## config.mk

```make
export PLATFORM = sky130hd
export DESIGN_NAME = fetch_sequencer
export DESIGN_NICKNAME = d
export VERILOG_FILES = /design/src/rtl/fetch_sequencer.sv
export SDC_FILE = /design/constraint.sdc
export NUM_CORES = 1
export LEC_CHECK = 0
export ABC_AREA = 1
export BUFFER_PORTS_ARGS = -buffer_cell sky130_fd_sc_hd__buf_2
export CORE_UTILIZATION = 40
export CTS_CLUSTER_DIAMETER = 150
export DETAILED_ROUTE_END_ITERATION = 8
export PLACE_DENSITY = 0.73
export SKIP_LAST_GASP = 1
export SLEW_MARGIN = 15
export SYNTH_ARGS = -nofsm -noshare
export SYNTH_HDL_FRONTEND = slang
export SYNTH_SLANG_ARGS = --single-unit
```

## constraint.sdc

```tcl
create_clock -name clk -period 1.4 [get_ports clk]
set_input_delay 0.14 -clock clk [delete_from_list [all_inputs] [get_ports clk]]
set_output_delay 0.14 -clock clk [all_outputs]
set_load 0.01 [all_outputs]
```

## src/rtl/fetch_sequencer.sv

```systemverilog
// Instruction fetch sequencer: owns the PC, reads a same-cycle instruction memory and
// hands words to decode through a one-entry valid/ready register. Optional halt-on-zero: FETCH_HALT_ON_ZERO_EN.
module fetch_sequencer #(
  parameter int                        address_length = 3,
  parameter logic [address_length-1:0] RESET_PC       = '0
) (
  input  logic                      clk,
  input  logic                      reset,
  output logic [address_length-1:0] imem_address,
  input  logic [31:0]               imem_data,
  output logic                      inst_valid,
  input  logic                      inst_ready,
  output logic [31:0]               inst_data,
  output logic [address_length-1:0] inst_pc,
  input  logic                      redirect_valid,
  input  logic [address_length-1:0] redirect_target,
  output logic                      halted
);

  // Handshake: a word moves to decode on any rising edge where inst_valid && inst_ready;
  // inst_valid/inst_data/inst_pc are stable while inst_valid && !inst_ready.
  typedef enum logic {FETCH = 1'b0, HALT = 1'b1} state_t;

  state_t                    state_q, state_d;
  logic [address_length-1:0] pc_q, pc_d;
  logic [address_length-1:0] inst_pc_q, inst_pc_d;
  logic [31:0]               inst_data_q, inst_data_d;
  logic                      inst_valid_q, inst_valid_d;
  logic                      halted_q, halted_d;
  logic                      transfer, reg_free, halt_word;

  assign transfer = inst_valid_q && inst_ready;
  assign reg_free = !inst_valid_q || transfer;

`ifdef FETCH_HALT_ON_ZERO_EN
  assign halt_word = (imem_data == 32'b0);
`else
  assign halt_word = 1'b0;
`endif

  always_comb begin
    state_d      = state_q;
    pc_d         = pc_q;
    inst_pc_d    = inst_pc_q;
    inst_data_d  = inst_data_q;
    inst_valid_d = inst_valid_q;
    halted_d     = halted_q;
    if (redirect_valid) begin
      // Any transfer this cycle still completes; only the refill is dropped.
      pc_d         = redirect_target;
      inst_valid_d = 1'b0;
      state_d      = FETCH;
      halted_d     = 1'b0;
    end else begin
      case (state_q)
        FETCH: begin
          if (reg_free) begin
            if (halt_word) begin
              state_d      = HALT;
              halted_d     = 1'b1;
              inst_valid_d = 1'b0;
            end else begin
              inst_data_d  = imem_data;
              inst_pc_d    = pc_q;
              inst_valid_d = 1'b1;
              pc_d         = pc_q + 1'b1;
            end
          end
        end
        HALT: begin
          if (transfer) inst_valid_d = 1'b0;
        end
      endcase
    end
  end

  always_ff @(posedge clk or posedge reset) begin
    if (reset) begin
      state_q      <= FETCH;
      pc_q         <= RESET_PC;
      inst_pc_q    <= '0;
      inst_data_q  <= '0;
      inst_valid_q <= 1'b0;
      halted_q     <= 1'b0;
    end else begin
      state_q      <= state_d;
      pc_q         <= pc_d;
      inst_pc_q    <= inst_pc_d;
      inst_data_q  <= inst_data_d;
      inst_valid_q <= inst_valid_d;
      halted_q     <= halted_d;
    end
  end

  assign imem_address = pc_q;
  assign inst_valid   = inst_valid_q;
  assign inst_data    = inst_data_q;
  assign inst_pc      = inst_pc_q;
  assign halted       = halted_q;

endmodule

```

======== Word level (Yosys, flattened, before mapping) ========
Cells that the tools add are included.
storage, ports and cells
  flip-flop bits (word level) ............. 40
  word-level logic and storage cells ...... 27
cells by class
  add/sub/neg operators ................... 1
  equal/unequal tests ..................... 3
  multiplexer cells ....................... 9
  bitwise logic cells ..................... 2
  reductions and logical operators ........ 7
operators by type and width
  cell                                                                      number
  3-bit two-way mux                                                         3
  1-bit two-way mux                                                         5
  2-bit AND reduction                                                       2
  3-bit by 1-bit adder with 3-bit output (second input constant)            1
  3-bit by 2-bit inequality test with 1-bit output (second input constant)  1
  3-bit inequality test (second input constant)                             1
  3-bit AND reduction                                                       1
  2-bit inequality test (second input constant)                             1
  1-bit NOT                                                                 2
  1-bit case mux with 2 select lines                                        1
  2-bit nonzero test                                                        1
  1-bit logical AND                                                         1
  1-bit logical NOT                                                         1
  1-bit logical OR                                                          1

======== Longest topological paths before layout ========
Gate-level depths: netlist of run 1.
  depth in word-level cells ............... 5
  depth in mapped cells ................... 7

======== Worst setup path before layout of run 1 ========
OpenSTA, ideal clock, no wires.
  path type ............................... register to register
  from .................................... register inst_valid_q (netlist: inst_valid)
  to ...................................... register inst_data_q[10] (netlist: inst_data[10])
  arrival time ............................ 1070 ps
  required time ........................... 1335 ps
  slack ................................... 265 ps
  stages on the path, launching flop included .. 5
  path buffers ............................ 1
  clock period less this slack ............ 1135 ps
  cell sequence ........................... dfrtp_1 -> a21oi_2 -> clkbuf_1 -> nand2_1 -> nand2_1
on the way
  word-level cells in the longest chain between the ends .. 3
  elaborated cells on any way between the ends .. 4
ends and longest elaborated chain
  what                                                    line    text
  start: declaration                                      28      logic inst_valid_q, inst_valid_d;
  start signal: assignment                                90      inst_valid_q <= inst_valid_d;
  1-bit logical NOT or 1-bit logical AND (tied branches)  33, 32
  1-bit logical OR *                                      33      assign reg_free = !inst_valid_q || transfer;
  3-bit AND reduction (no source line) *                  n/a
  end signal: assignment                                  89      inst_data_q <= inst_data_d;
  end: declaration                                        27      logic [31:0] inst_data_q, inst_data_d;
Every way passes the cells marked *; elsewhere a longest branch is shown, timed or not.
A chain may end at the register's enable or synchronous reset.

======== Worst setup path in the final report of run 1 ========
  from .................................... register inst_valid_q (netlist: inst_valid)
  to ...................................... register inst_data_q[30] (netlist: inst_data[30])
The elaborated chain is that of the path after synthesis.

==> flow_metrics.py, run 1 <==
metrics = {
    "run": {
        "cap_violations": 0,
    },
    "timing": {
        "final_hold_viol_count": 0,
        "finalSetupViolations": 0,
        "fin_ws_ps": 319.6,
        "drv_slew": 0,
        "fin_tns_setup_ps": 0,
        "final.period_utilization": 0.7717,
        "min_period_ps": 1080,
        "fmaxAchievable_ghz": 0.9256,
        "fin_skew_ps": 7.493,
        "worst_hold_slack_ps": 53.88,
        "rsz0062_at_grt": "false",
    },
    "synth": {
        "synth_edf_count": 0,
        "synth_compound_area_frac": 0.02516,
        "ys_seq_area_frac": 0.6331,
        "syn_inst": 178,
        "synthSimpleGateAreaFrac": 0.2833,
        "synth_top_area_share": 0.6331,
        "synth_area_um2": 1541,
        "synth_adder_area_share": 0.008117,
        "ys_top_cells_by_count": "nand2_1 (112), dfrtp_1 (39), inv_1 (6), o21ai_0 (6), buf_4 (4)",
        "syn-num-nets": 218,
        "async_flop_share": 1.000,
        "synth_top_family_by_area": "simple AND/OR/NAND/NOR gates",
        "yosysTopAreaCell": "dfrtp_1",
        "synthMuxAreaShare": 0,
        "synthTopCellsByArea": "dfrtp_1 (63%), nand2_1 (27%), o21ai_0 (1.9%), buf_4 (1.9%), inv_1 (1.5%)",
        "synth.distinct_cells": 13,
        "yosysMostFrequentCell": "nand2_1",
        "synth.avg_cell_area_um2": 8.660,
        "ys_ff_latch": 39,
        "synthXorXnorAreaFrac": 0,
        "synth_top_flop_cell": "dfrtp_1",
        "yosys_warnings": 0,
    },
    "floorplan": {
        "dieWidth_um": 64.08,
        "start_util": 0.4179,
        "rows": 22,
        "core_region_area_um2": 3689,
        "ios": 79,
        "die_height_um": 64.08,
        "dieArea_um2": 4106,
    },
    "grt": {
        "grt_overflow": 0,
        "antenna_found_initial": 0,
        "grt_use_total": 0.1635,
        "grt_max_degree": 40,
        "grt_pass1_vias": 1178,
        "grt_pass1_wl_mm": 5.037,
    },
    "hold_path": {
        "min_path_type": "in2reg",
        "hold_depth": 3,
    },
    "route": {
        "dr.pass1.iters": 6,
        "drt_iter0_drc": 126,
        "postRouteAntennaNets": 0,
        "via_count": 1353,
        "via_per_inst": 4.379,
        "drc": 0,
        "routed_wl_mm": 3.192,
        "wl_per_cell_um": 10.33,
    },
    "clock_network": {
        "cts_sinks": 39,
        "cts-resized-gates": 0,
        "clock_latency_ps": 280,
        "cts_buffer_depth": 2,
        "ctsHoldBuffers": 1,
        "root_buffer": "clkbuf_8",
        "cts_made_buffers": 5,
        "htreeDepth": 2,
        "cts_tree": "done",
        "clk_pin_slew_worst_paths_ps": 70,
        "post_cts_buffers": 0,
    },
    "placement": {
        "portBuffers": 77,
        "hpwlAfterDp_mm": 2.305,
        "place_congestion": 0.7350,
        "place_ws_ps": 341.4,
    },
    "power": {
        "p_clk_frac": 0.273,
        "p_sw_mw": 0.7064,
        "p_leak_nw": 1.247,
        "p_int_mw": 1.833,
        "power_density_nw_per_um2": 1220,
        "swShare": 0.2782,
        "combPwrFrac": 0.200,
        "p_total_mw": 2.539,
        "ir_worst_vdd_v": 0.0006359,
        "seq_power_share": 0.527,
    },
    "layout": {
        "utilization": 0.5641,
        "diodes": 0,
        "drive_gt1_frac": 0.3448,
        "syn_to_final_growth_pct": 34.98,
        "nFillCells": 352,
        "nets": 300,
    },
    "worst_setup_path": {
        "worstPathMaxFanout": 18,
        "worstSetupStartpointType": "flop",
        "critPathKind": "reg2reg",
        "worstPathArrival_ps": 1290,
        "critPathCaptureType": "flop",
        "required_ps": 1610,
        "reg2reg_depth": 4,
    },
    "outcome": {
        "outcome": "finished clean",
    },
}
final timing paths:
kind | from | endpoint | slack (ps)
setup / recovery | inst_valid$_DFFE_PP0P_ | inst_data[30]$_DFFE_PP0P_ | 320
hold / removal | imem_data[0] | inst_data[0]$_DFFE_PP0P_ | 50
setup reg to reg | inst_valid$_DFFE_PP0P_ | inst_data[30]$_DFFE_PP0P_ | 320
hold reg to reg | inst_data[14]$_DFFE_PP0P_ | inst_data[14]$_DFFE_PP0P_ | 480
max in group asynchronous | reset | inst_data[21]$_DFFE_PP0P_ | 550
min in group asynchronous | reset | inst_data[7]$_DFFE_PP0P_ | 510
per-stage QoR:
stage               std cells  instance area [um^2]
floorplan                 178                  1541
global placement          300                  1989
detailed placement        300                  1989
CTS                       309                  2081
global route              309                  2081
finish                    309                  2081
layout make-up:
| cell class | instances | area [um^2] | share of cell area |
|---|---|---|---|
| clock buffers | 7 | 76.32 | 0.03668 |
| clock inverters | 1 | 5.005 | 0.002405 |
| inverters | 7 | 26.28 | 0.01263 |
| multi-input cells | 124 | 491.7 | 0.2363 |
| flip-flops and latches | 39 | 975.9 | 0.4690 |
| well taps | 48 | 60.06 | 0.02886 |
| repair buffers | 83 | 445.4 | 0.2141 |
worst max-delay path, stage by stage (launching register included):
cell	delay, ps
dfrtp_1	430
a21oi_2	170
buf_4	240
nand2_1	90
nand2_1	80
layer usage:
layer / global-route usage / vias to the layer above / wire (um)
met5: 0 / - / 0
met2: 0.2606 / 53 / 1431
li1: - / 694 / -
met3: 0.05000 / 5 / 209
met1: 0.2086 / 601 / 1511
met4: 0.05966 / 0 / 40
state kept, by name, summed over array words and instances (netlist names):
register	flops
imem_address	3
inst_data	32
inst_pc	3
inst_valid	1
cell families (layout without fill, tap and decap cells):
kind of cell | Yosys count | in the layout
AND/OR/NAND/NOR | 115 | 115
flip-flops | 39 | 39
buffers and inverters | 15 | 98
AO/OA/AOI/OAI | 7 | 7
adder cells (fa/ha/maj) | 1 | 1
other | 1 | 1
cell usage in the layout, fill, tap and decap left out, drive strengths merged:
master	Yosys	final
dlygate4sd3	0	1
nand4	1	1
o21ai	6	6
nand3	2	2
inv	7	7
buf	6	82
a21oi	1	1
dfrtp	39	39
nand2	112	112
conb	1	1
clkinv	0	1
clkbuf	2	7
ha	1	1
power groups by stage:
stage	Combinational, mW	Clock [mW]	Sequential, mW
finish	0.508	0.693	1.34
CTS	0.518	0.716	1.34
global route	0.570	0.771	1.35
floorplan	0.198	0	1.43
global placement	0.501	0	1.36
detailed placement	0.515	0	1.36
(Power assumes the default switching activity.)
==> run 2: changes to the inputs <==
- PLACE_DENSITY: 0.73 -> 0.76
- clock period: 1.4 -> 0.9 ns (I/O delays scaled with it)
==> run 2 against run 1 <==
  * The flow now finishes with violations (setup timing)
  * Utilization up 9.7 points
  * Flip-flop and latch count unchanged
  * Sequential share of layout area down 6.9 points
  * Global-route usage up 2.8 points
  * Register-to-register slack worse by 430 ps
  * Clock power up 59%
  * Critical endpoint is now inst_data[20]$_DFFE_PP0P_
==> flow_metrics.py, run 2 (synthesis gave the netlist of run 1 again) <==
metrics = {
    "hold_path": {
        "min-delay-start": "imem_data[18]",
        "min_path_type": "in2reg",
        "hold_depth": 3,
        "holdPathEnd": "inst_data[18]$_DFFE_PP0P_",
    },
    "run": {
        "cap_violations": 0,
    },
    "timing": {
        "finalSetupViolations": 46,
        "min_period_ps": 1013,
        "final_hold_viol_count": 0,
        "worst_hold_slack_ps": 2.393,
        "drv_slew": 0,
        "fin_skew_ps": 5.160,
        "fin_ws_ps": -113.3,
        "fin_tns_setup_ps": -3587,
        "final.period_utilization": 1.126,
        "fmaxAchievable_ghz": 0.9869,
        "rsz0062_at_grt": "true",
    },
    "route": {
        "drt_iter0_drc": 90,
        "via_per_inst": 4.488,
        "wl_per_cell_um": 11.11,
        "via_count": 1526,
        "drc": 0,
        "dr.pass1.iters": 4,
        "routed_wl_mm": 3.778,
        "postRouteAntennaNets": 0,
    },
    "layout": {
        "regArea_um2": 977.2,
        "nFillCells": 310,
        "diodes": 0,
        "final_common_cell": "nand2_1",
        "multi_input_area_um2": 515.5,
        "utilization": 0.6615,
        "layout_common_cells": "nand2_1 (110), buf_2 (74), dfrtp_1 (38)",
        "syn_to_final_growth_pct": 58.28,
        "fin_cells": 340,
        "finalInstanceArea_um2": 2440,
        "drive_gt1_frac": 0.4041,
        "largest_reg_flops": 32,
        "nets": 331,
    },
    "worst_setup_path": {
        "worstPathMaxFanout": 16,
        "rrSetupSlack_ps": -110,
        "worstSetupStartpointType": "flop",
        "reg2reg_from": "inst_valid$_DFFE_PP0P_",
        "worstPathArrival_ps": 1240,
        "worstSetupStartpoint": "inst_valid$_DFFE_PP0P_",
        "critPathCaptureType": "flop",
        "critPathKind": "reg2reg",
        "reg2reg_to": "inst_data[20]$_DFFE_PP0P_",
        "required_ps": 1130,
        "reg2reg_depth": 4,
    },
    "outcome": {
        "violations": "setup timing",
        "outcome": "complete, but fails checks",
    },
    "grt": {
        "grt_max_degree": 40,
        "antenna_found_initial": 0,
        "grt_pass1_vias": 1379,
        "grt_use_total": 0.1913,
        "grt_pass1_wl_mm": 5.934,
        "grt_overflow": 0,
    },
    "floorplan": {
        "start_util": 0.4179,
        "dieWidth_um": 64.08,
        "dieArea_um2": 4106,
        "die_height_um": 64.08,
        "core_region_area_um2": 3689,
        "rows": 22,
        "ios": 79,
    },
    "power": {
        "power_density_nw_per_um2": 1750,
        "p_total_mw": 4.270,
        "p_leak_nw": 1.415,
        "ir_worst_vdd_v": 0.001053,
    },
    "clock_network": {
        "cts_sinks": 39,
        "cts_tree": "done",
        "root_buffer": "clkbuf_8",
        "clock_latency_ps": 280,
        "htreeDepth": 2,
        "cts_buffer_depth": 2,
        "cts_made_buffers": 5,
        "clk_pin_slew_worst_paths_ps": 70,
    },
    "placement": {
        "dp_cells": 303,
        "place_congestion": 0.7563,
        "hpwlAfterDp_mm": 2.286,
        "portBuffers": 77,
        "dpl-instance-area_um2": 2052,
        "place_ws_ps": -131.6,
    },
}
## run 2: cell types whose count changed in the layout (fill, tap and decap cells not counted), moves of 2 or more
cell,change
buf_12,+3
buf_2,-3
buf_4,+14
buf_6,+8
dlygate4sd3_1,+9
nand2_1,-2
o21ai_0,-3
o21ai_1,+2
## run 2: worst max-delay path, cell delays in order, from the launching register on
cell,delay [ps]
dfrtp_2,450
a21oi_4,200
buf_12,170
nand2_1,70
nand2_1,70
## run 2: worst max-delay path by stage
stage | to | slack, ps | depth (start not counted)
after detailed placement | inst_pc[2]$_DFFE_PP0P_ | -130 | 5
after global placement | inst_pc[0]$_DFFE_PP0P_ | -90 | 5
after CTS | imem_address[1]$_DFFE_PP0P_ | -110 | 5
after global routing | inst_data[4]$_DFFE_PP0P_ | -180 | 4
after floorplan | inst_data[10]$_DFFE_PP0P_ | -130 | 6
final | inst_data[20]$_DFFE_PP0P_ | -110 | 4
## run 2: per-layer routing
layer	routed length, um	share of wire	global-route usage	up-vias
met5	0	0	0	-
met4	36	0.0095	0.05114	0
met3	221	0.058	0.06250	5
met2	1927	0.51	0.3205	54
met1	1592	0.42	0.2359	706
li1	-	-	-	761
## run 2: what timing repair did
item,in CTS,in global routing
resized for setup,9,10
hold buffers,10,0
endpoints found under the hold margin,48,0
setup endpoints to repair,51,77
buffers inserted,6,12
pin swaps,1,1
cloned,1,0
## run 2: area by class of cell
type | instances | share of cell area
clock inverter | 1 | 0.002051
timing repair buffer | 114 | 0.3179
sequential | 39 | 0.4005
inverter | 7 | 0.01231
clock buffer | 7 | 0.03128
tap | 48 | 0.02462
multi-input combinational | 124 | 0.2113
## run 2: power by group
group / leakage (nW) / internal, mW / switching (mW)
Sequential: 0.477 / 1.97 / 0.118
Clock: 0.0422 / 0.543 / 0.558
Combinational: 0.896 / 0.564 / 0.519
==> run 3: changes to the inputs <==
- SLEW_MARGIN: 15 -> 20
- clock period: 0.9 -> 0.8 ns (I/O delays scaled with it)
==> run 3 against run 2 <==
  * Non-clock buffer count up 25
  * Worst setup slack worse by 120 ps
  * Die area unchanged
  * Routed wire length up 16%
  * Clock power up 75%
  * Final area up 14%
  * Count of clock-buffer cells in the layout down 1
  * The run still ends with setup timing left
  * Critical endpoint is now inst_data[7]$_DFFE_PP0P_
  * Combinational power up 33%
  * Utilization up 9.5 points
  * Critical path depth up 1
  * Critical path type unchanged
  * Sequential power up 13%
  * Via count up 7.1%
==> flow_metrics.py, run 3 (synthesis gave the netlist of run 1 again) <==
metrics = {
    "placement": {
        "place_congestion": 0.7296,
        "dp_cells": 306,
        "hpwlAfterDp_mm": 2.399,
        "portBuffers": 77,
        "dpl-instance-area_um2": 2074,
        "place_ws_ps": -234.7,
    },
    "layout": {
        "final_common_cell": "nand2_1",
        "diodes": 0,
        "syn_to_final_growth_pct": 81.01,
        "nFillCells": 268,
        "drive_gt1_frac": 0.4543,
        "regArea_um2": 977.2,
        "nets": 356,
        "layout_common_cells": "nand2_1 (99), buf_2 (72), dfrtp_1 (38)",
        "largest_reg_flops": 32,
        "finalInstanceArea_um2": 2790,
        "fin_cells": 365,
        "multi_input_area_um2": 561.8,
    },
    "clock_network": {
        "cts_sinks": 39,
        "cts_made_buffers": 5,
        "cts_buffer_depth": 2,
        "root_buffer": "clkbuf_8",
        "clock_latency_ps": 280,
        "clk_pin_slew_worst_paths_ps": 80,
        "cts_tree": "done",
        "htreeDepth": 2,
    },
    "worst_setup_path": {
        "worstSetupStartpointType": "flop",
        "worstPathArrival_ps": 1200,
        "critPathCaptureType": "flop",
        "critPathKind": "reg2reg",
        "worstPathMaxFanout": 7,
        "required_ps": 970,
    },
    "floorplan": {
        "die_height_um": 64.08,
        "rows": 22,
        "start_util": 0.4179,
        "dieWidth_um": 64.08,
        "dieArea_um2": 4106,
        "ios": 79,
        "core_region_area_um2": 3689,
    },
    "run": {
        "cap_violations": 0,
    },
    "route": {
        "routed_wl_mm": 4.389,
        "via_count": 1634,
        "drc": 0,
        "wl_per_cell_um": 12.02,
        "via_per_inst": 4.477,
        "postRouteAntennaNets": 0,
        "dr.pass1.iters": 4,
        "drt_iter0_drc": 123,
    },
    "timing": {
        "fin_ws_ps": -231.7,
        "rsz0062_at_grt": "true",
        "finalSetupViolations": 77,
        "final_hold_viol_count": 0,
        "min_period_ps": 1032,
        "drv_slew": 0,
        "fin_tns_setup_ps": -11460,
        "final.period_utilization": 1.290,
        "fmaxAchievable_ghz": 0.9693,
        "fin_skew_ps": 4.735,
    },
    "power": {
        "power_density_nw_per_um2": 2053,
        "ir_worst_vdd_v": 0.001398,
        "p_leak_nw": 1.571,
        "p_total_mw": 5.729,
    },
    "grt": {
        "antenna_found_initial": 0,
        "grt_use_total": 0.2218,
        "grt_max_degree": 40,
        "grt_pass1_wl_mm": 6.844,
        "grt_overflow": 0,
        "grt_pass1_vias": 1658,
    },
    "hold_path": {
        "min_path_type": "in2reg",
    },
    "outcome": {
        "violations": "setup timing",
        "outcome": "complete, but fails checks",
    },
}
run 3: cell types whose count changed in the layout (fill, tap and decap cells not counted), moves of 2 or more:
cell | before | now
buf_2 | 74 | 72
buf_4 | 18 | 27
buf_6 | 8 | 12
bufinv_16 | 0 | 2
dlygate4sd3_1 | 10 | 23
nand2_1 | 110 | 99
nand2_2 | 1 | 12
o21ai_0 | 3 | 0
o21ai_1 | 2 | 4
run 3: worst paths after layout:
path                                             endpoint                     start  depth (start not counted)  slack (ps)
min in group asynchronous        inst_data[4]$_DFFE_PP0P_                     reset                          4         400
worst max-delay path             inst_data[7]$_DFFE_PP0P_    inst_valid$_DFFE_PP0P_                          5        -230
max in group asynchronous          inst_valid$_DFFE_PP0P_                     reset                          4         200
worst max register to register   inst_data[7]$_DFFE_PP0P_    inst_valid$_DFFE_PP0P_                          5        -230
worst min-delay path            inst_data[16]$_DFFE_PP0P_             imem_data[16]                          3           1
worst min register to register   inst_data[5]$_DFFE_PP0P_  inst_data[5]$_DFFE_PP0P_                          2         470
run 3: where the power goes:
part | internal (mW) | leakage (nW) | switching (mW)
registers | 2.21 | 0.477 | 0.150
logic | 0.796 | 1.03 | 0.648
clock network | 1.25 | 0.0654 | 0.677
run 3: timing repair:
action / CTS / global route
endpoints found under the setup margin: 77 / 77
hold buffers: 22 / 1
pin swaps: 3 / 4
buffers inserted: 14 / 11
gates resized for setup: 20 / 20
cloned: 2 / 1
endpoints found under the hold margin: 60 / 1
run 3: worst max-delay path, stage by stage, from the launching register on:
cell	delay [ps]
dfrtp_2	450
nand2_2	100
nand2_4	100
buf_6	160
nand2_1	60
nand2_1	60
run 3: area by class of cell:
class / instances / share of cell area
clock buffers: 6 / 0.02601
clock inverters: 2 / 0.02152
inverters: 7 / 0.01076
multi-input cells: 124 / 0.2013
flip-flops and latches: 39 / 0.3502
well taps: 48 / 0.02152
repair buffers: 139 / 0.3686
run 3: layer usage:
| metal | part of all wire | vias to the layer above | GRT usage |
|---|---|---|---|
| li1 | - | 808 | - |
| met1 | 0.40 | 759 | 0.2488 |
| met2 | 0.53 | 54 | 0.3949 |
| met3 | 0.047 | 13 | 0.06786 |
| met4 | 0.027 | 0 | 0.07670 |
| met5 | 0 | - | 0 |
run 3: per-stage QoR:
stage / hold slack, ps / util
after floorplan: 52.43 / -
after global placement: 148.7 / 0.5624
after detailed placement: 144.2 / 0.5624
after CTS: 0.2219 / 0.7052
after global routing: 12.28 / 0.7564
final: 1.348 / 0.7564
